File: config.mk
export PLATFORM = sky130hd
export DESIGN_NAME = imm_gen_pipe
export DESIGN_NICKNAME = d
export VERILOG_FILES = /design/src/rtl/imm_gen_pipe.sv
export SDC_FILE = /design/constraint.sdc
export NUM_CORES = 1
export LEC_CHECK = 0
export CAP_MARGIN = 40
export CORE_ASPECT_RATIO = 0.6
export CORE_MARGIN = 2
export CORE_UTILIZATION = 35
export DETAILED_ROUTE_END_ITERATION = 10
export PLACE_DENSITY = 0.67
export SLEW_MARGIN = 30
export SYNTH_ARGS = -nofsm -noshare
export SYNTH_HDL_FRONTEND = slang
export SYNTH_SLANG_ARGS = --single-unit
File: constraint.sdc
create_clock -name clock -period 5.2 [get_ports clock]
set_input_delay 0.78 -clock clock [delete_from_list [all_inputs] [get_ports clock]]
set_output_delay 0.78 -clock clock [all_outputs]
set_load 0.05 [all_outputs]
File: src/rtl/imm_gen_pipe.sv
// rtl/imm_gen_pipe.sv - pipelined immediate generator with 2-entry skid buffer (optional IMM_GEN_PIPE_ERR_EN)
module imm_gen_pipe #(
  parameter int XLEN  = 32,
  parameter int TAG_W = 5
) (
  input  logic             clock,
  input  logic             reset,
  input  logic             io_flush,
  input  logic             io_in_valid,
  output logic             io_in_ready,
  input  logic [31:0]      io_in_bits_inst,
  input  logic [2:0]       io_in_bits_sel,
  input  logic [TAG_W-1:0] io_in_bits_tag,
  output logic             io_out_valid,
  input  logic             io_out_ready,
`ifdef IMM_GEN_PIPE_ERR_EN
  output logic             io_out_bits_err,
`endif
  output logic [XLEN-1:0]  io_out_bits_imm,
  output logic [TAG_W-1:0] io_out_bits_tag
);

  // Encoding is {out_v, skid_v}; 2'b01 is unreachable.
  typedef enum logic [1:0] {
    EMPTY = 2'b00,
    ONE   = 2'b10,
    FULL  = 2'b11
  } state_t;

  state_t state_q, state_d;

  logic [31:0]      inst;
  logic [31:0]      i_imm, x_imm, s_imm, b_imm, u_imm, j_imm, z_imm;
  logic [31:0]      imm32;
  logic [XLEN-1:0]  new_imm;
  logic             acc, deq;
  logic             load_out_new, load_out_skid, load_skid;
  logic [XLEN-1:0]  out_imm_q, skid_imm_q;
  logic [TAG_W-1:0] out_tag_q, skid_tag_q;
  logic             unused_inst_bits;
`ifdef IMM_GEN_PIPE_ERR_EN
  logic             new_err;
  logic             out_err_q, skid_err_q;
`endif

  assign inst             = io_in_bits_inst;
  assign unused_inst_bits = ^inst[6:0];

  // Every format is first built as a 32-bit value already sign-extended to bit 31;
  // Z has bit 31 clear, so one final sign extension to XLEN serves all types.
  assign i_imm = {{20{inst[31]}}, inst[31:20]};
  assign x_imm = {i_imm[31:1], 1'b0};
  assign s_imm = {{20{inst[31]}}, inst[31:25], inst[11:7]};
  assign b_imm = {{19{inst[31]}}, inst[31], inst[7], inst[30:25], inst[11:8], 1'b0};
  assign u_imm = {inst[31:12], 12'h000};
  assign j_imm = {{11{inst[31]}}, inst[31], inst[19:12], inst[20], inst[30:25], inst[24:21], 1'b0};
  assign z_imm = {27'd0, inst[19:15]};

  // Select the immediate format for the incoming request.
  always_comb begin
    imm32 = x_imm;
`ifdef IMM_GEN_PIPE_ERR_EN
    new_err = 1'b0;
`endif
    case (io_in_bits_sel)
      3'd1: imm32 = i_imm;
      3'd2: imm32 = s_imm;
      3'd3: imm32 = u_imm;
      3'd4: imm32 = j_imm;
      3'd5: imm32 = b_imm;
      3'd6: imm32 = z_imm;
      3'd7: begin
`ifdef IMM_GEN_PIPE_ERR_EN
        imm32   = 32'd0;
        new_err = 1'b1;
`else
        imm32 = x_imm;
`endif
      end
      default: imm32 = x_imm;
    endcase
  end

  assign new_imm = XLEN'(signed'(imm32));

  // Ready depends only on registered occupancy plus reset/flush, never on io_out_ready.
  assign io_in_ready  = !state_q[0] && !reset && !io_flush;
  assign io_out_valid = state_q[1];
  assign acc          = io_in_valid && io_in_ready;
  assign deq          = io_out_valid && io_out_ready;

  // Occupancy state register.
  always_ff @(posedge clock) begin
    if (reset) begin
      state_q <= EMPTY;
    end else begin
      state_q <= state_d;
    end
  end

  // Next occupancy and which data register loads; flush beats dequeue and accept.
  always_comb begin
    state_d       = state_q;
    load_out_new  = 1'b0;
    load_out_skid = 1'b0;
    load_skid     = 1'b0;
    if (io_flush) begin
      state_d = EMPTY;
    end else begin
      case (state_q)
        EMPTY: begin
          if (acc) begin
            state_d      = ONE;
            load_out_new = 1'b1;
          end
        end
        ONE: begin
          if (acc && deq) begin
            load_out_new = 1'b1;
          end else if (acc) begin
            state_d   = FULL;
            load_skid = 1'b1;
          end else if (deq) begin
            state_d = EMPTY;
          end
        end
        FULL: begin
          if (deq) begin
            state_d       = ONE;
            load_out_skid = 1'b1;
          end
        end
        default: state_d = EMPTY;
      endcase
    end
  end

  // Output and skid payload registers; contents hold unless explicitly loaded.
  always_ff @(posedge clock) begin
    if (reset) begin
      out_imm_q  <= '0;
      out_tag_q  <= '0;
      skid_imm_q <= '0;
      skid_tag_q <= '0;
`ifdef IMM_GEN_PIPE_ERR_EN
      out_err_q  <= 1'b0;
      skid_err_q <= 1'b0;
`endif
    end else begin
      if (load_out_new) begin
        out_imm_q <= new_imm;
        out_tag_q <= io_in_bits_tag;
`ifdef IMM_GEN_PIPE_ERR_EN
        out_err_q <= new_err;
`endif
      end else if (load_out_skid) begin
        out_imm_q <= skid_imm_q;
        out_tag_q <= skid_tag_q;
`ifdef IMM_GEN_PIPE_ERR_EN
        out_err_q <= skid_err_q;
`endif
      end
      if (load_skid) begin
        skid_imm_q <= new_imm;
        skid_tag_q <= io_in_bits_tag;
`ifdef IMM_GEN_PIPE_ERR_EN
        skid_err_q <= new_err;
`endif
      end
    end
  end

  assign io_out_bits_imm = out_imm_q;
  assign io_out_bits_tag = out_tag_q;
`ifdef IMM_GEN_PIPE_ERR_EN
  assign io_out_bits_err = out_err_q;
`endif

endmodule

==> summary.md <==
| Metric | Value |
|---|---|
| Outcome | `finished clean` |
| Number of diodes | `0` |
| Slew headroom | `0.410` |
| Vias in the first global route | `about 3200` |
| CORE AREA | `between 10000 and 15000 um^2` |
| Die Span X | `between 100 and 150 um` |
| Final instance area | `just under 5000 um^2` |
| P_int | `around 1.1 mW` |
| Sequential area share after synthesis | `0.403` |
| Final nets | `526` |
| Max Slew Vio Count | `0` |
| First-pass GRT wire length | `around 17000 um` |
| Share of cells above drive strength 1 | `0.0788` |
| Synth area leader | `dfxtp_1` |
| Min Hold Slack | `approximately 0.45 ns` |
| Port buffer count | `76` |
| CTS tree | `yes` |
| Crit. Startpoint | `reset` |
| Cell area after placement | `4540 um^2` |
| DRT antenna net count | `0` |
| Global route overflow | `0` |
| Critical Path RT | `~4.4 ns` |
| Synth cell count leaders | `76 x dfxtp_1, 55 x nand2_1, 45 x nor2_1, 42 x mux2i_1, 33 x a211oi_1` |
| Distinct cells, synth | `48` |
| Syn nets | `around 470` |
| Clk pwr share | `0.450` |
| Critical path arrival | `2.35 ns` |
| Worst setup EP type | `output pin` |
| DRT iter0 DRCs | `277` |
| Most instantiated library cell after synthesis | `dfxtp_1` |
| DRT Pass-1 Iters | `5` |
| Reg2reg setup slack | `between 2 and 3 ns` |
| Gate power share | `0.149` |
| Top_reg_cell synth | `dfxtp_1` |
| Number of flops mapped to enable cells by yosys | `0` |
| Power consumption | `roughly 1.5 mW` |
| Post-route clock skew | `0.00574 ns` |
| Dpl ws | `about 1.8 ns` |
| # setup viols final | `0` |
| Switching power | `approximately 400 uW` |
| Register bit total from synthesis | `76` |
| Vias per inst | `~5.4` |
| Area grow syn2layout | `29.1%` |
| Final Cycle Share | `0.602` |
| Starting Density | `0.359` |
| CTS resizes | `0` |
| Clk slew on worst S/H paths | `approximately 0.060 ns` |
| Total CTS buffers | `9` |
| FP Rows | `29` |
| Endpoints failing hold | `0` |
| Die area | `~12000 um^2` |
| Type of origin of the critical path | `input port` |
| Filler cell count | `just under 1000` |
| Clock Path Buffers | `2` |
| Min Tclk post-route | `~3.1 ns` |
| Mapped Area | `between 3000 and 4000 um^2` |
| I/O Pins | `84` |
| Drt wl/cell | `16.9 um` |
| P_leak | `about 1.9 nW` |
| Residual DRC count | `0` |
| Peak VDD IR | `~180 uV` |
| Max Cap Viol | `0` |
| Ys Warns | `0` |
| Vias | `~3400` |
| Wirelength, routed | `10500 um` |
| Reg power frac | `0.402` |
| Sw Share | `0.262` |
| CTS root buffer | `clkbuf_16` |
| Crit Path Max Fanout | `75` |
| Reg-to-Reg End | `io_out_bits_imm[10]` |
| Cts hold-fix bufs | `0` |
| Synthesized area per cell | `between 9 and 10 um^2` |
| Clock Sinks | `76` |
| Setup TNS | `0 ns` |
| Worst-margin pin slew | `slightly below 0.9 ns` |
| Largest net degree at the start of global routing | `76` |
| Worst-skew pair later-pin latency | `0.33 ns` |
| Area share of the largest cell type after synthesis | `0.403` |
| Die height | `between 80 and 90 um` |
| H-Tree Depth | `3` |
| R2R depth | `7` |
| Fmax | `roughly 0.32 GHz` |
| Worst hold path class | `reg2reg` |
| Post-CTS setup repair buffer count | `0` |
| R2R Path Start | `state_q[0]` |
| Crit path kind | `in2out` |
| Synthesized instance count | `around 420` |
| Critical path destination | `io_in_ready` |
| Post-synth ARST share | `0` |
| Pwr per Cell Area | `just over 300 nW/um^2` |
| Final Wtd Congestion | `0.768` |
| RSZ-0062 raised after global routing | `false` |
| Hold path start | `skid_imm_q[15]` |
| Overall global routing resource usage | `0.183` |
| Top cells by area, synth | `dfxtp_1 40%, mux2i_1 11%, a211oi_1 6.6%` |
| DP Wirelength | `about 6700 um` |
| Setup ws final | `around 2.1 ns` |
| Initial antenna violation count | `0` |
[worst max-delay path, stage by stage]
cell and delay [ns]:
buf_2 0.09, buf_4 0.63, nor3_1 0.11, clkdlybuf4s50_1 0.73
[layer usage]
layer	track usage	vias to the layer above	share of wire
met4	0.0325	0	0.0054
met3	0.0593	7	0.064
li1	-	1642	-
met1	0.263	1607	0.51
met5	0	-	0
met2	0.272	99	0.42
[cell type report]
type	count	area, um^2	area share
Multi-Input combinational cell	303	2020	0.414
Clock inverter	5	83.8	0.0172
Tap cell	139	174	0.0357
Sequential cell	76	1520	0.312
Clock buffer	11	243	0.0498
Inverter	4	15.0	0.00308
Timing Repair Buffer	83	820	0.168
[kinds of logic (layout without fill, tap and decap cells)]
group / count (synthesis) / after routing / share of synthesized area
AND/OR/NAND/NOR: 151 / 151 / 0.193
AO/OA/AOI/OAI: 103 / 103 / 0.208
flip-flops: 76 / 76 / 0.403
multiplexers: 43 / 43 / 0.114
buffers and inverters: 40 / 103 / 0.0643
adder cells (fa/ha/maj): 4 / 4 / 0.0132
XOR/XNOR: 2 / 2 / 0.00464
[power groups by stage]
| stage | sequential [mW] | clock (mW) | combinational, mW |
|---|---|---|---|
| 2_1_floorplan | 0.672 | 0 | 0.0873 |
| 3_3_place_gp | 0.622 | 0 | 0.218 |
| 3_5_place_dp | 0.623 | 0 | 0.222 |
| 4_1_cts | 0.610 | 0.691 | 0.224 |
| 5_1_grt | 0.612 | 0.720 | 0.240 |
| 6_report | 0.610 | 0.684 | 0.226 |
[worst min-delay path by stage]
stage	to	slack (ns)	depth (start not counted)
3_3_place_gp	skid_imm_q[9]	0.44	2
5_1_grt	skid_tag_q[2]	0.47	2
3_5_place_dp	skid_imm_q[15]	0.45	2
4_1_cts	skid_imm_q[15]	0.46	2
2_1_floorplan	skid_imm_q[10]	0.43	2
6_report	skid_imm_q[15]	0.45	2
[state kept, by name, summed over array words and instances, names as in the netlist]
name             count
io_out_bits_tag      5
state_q              2
skid_tag_q           5
io_out_bits_imm     32
skid_imm_q          32
[through the flow]
step / utilization / cells
floorplan: - / 419
global route: 0.464 / 621
finish: 0.464 / 621
detailed placement: 0.431 / 604
global placement: 0.430 / 603
CTS: 0.462 / 620
[placed cells by master, fill, tap and decap left out, drive strengths merged, types with 2 or more instances in the layout]
cell	instances
a21boi	2
mux2i	42
a211oi	37
nor2b	5
dfxtp	76
ha	4
inv	5
clkinvlp	2
nor3	16
nand3	7
o21ai	6
bufinv	2
nor2	45
buf	8
a2111oi	2
a221oi	19
a221o	4
or3b	8
a21oi	28
nor3b	4
nor4bb	2
clkbuf	11
nand2b	3
clkdlybuf4s50	75
nand2	55
Power figures use the tool's default switching activity.
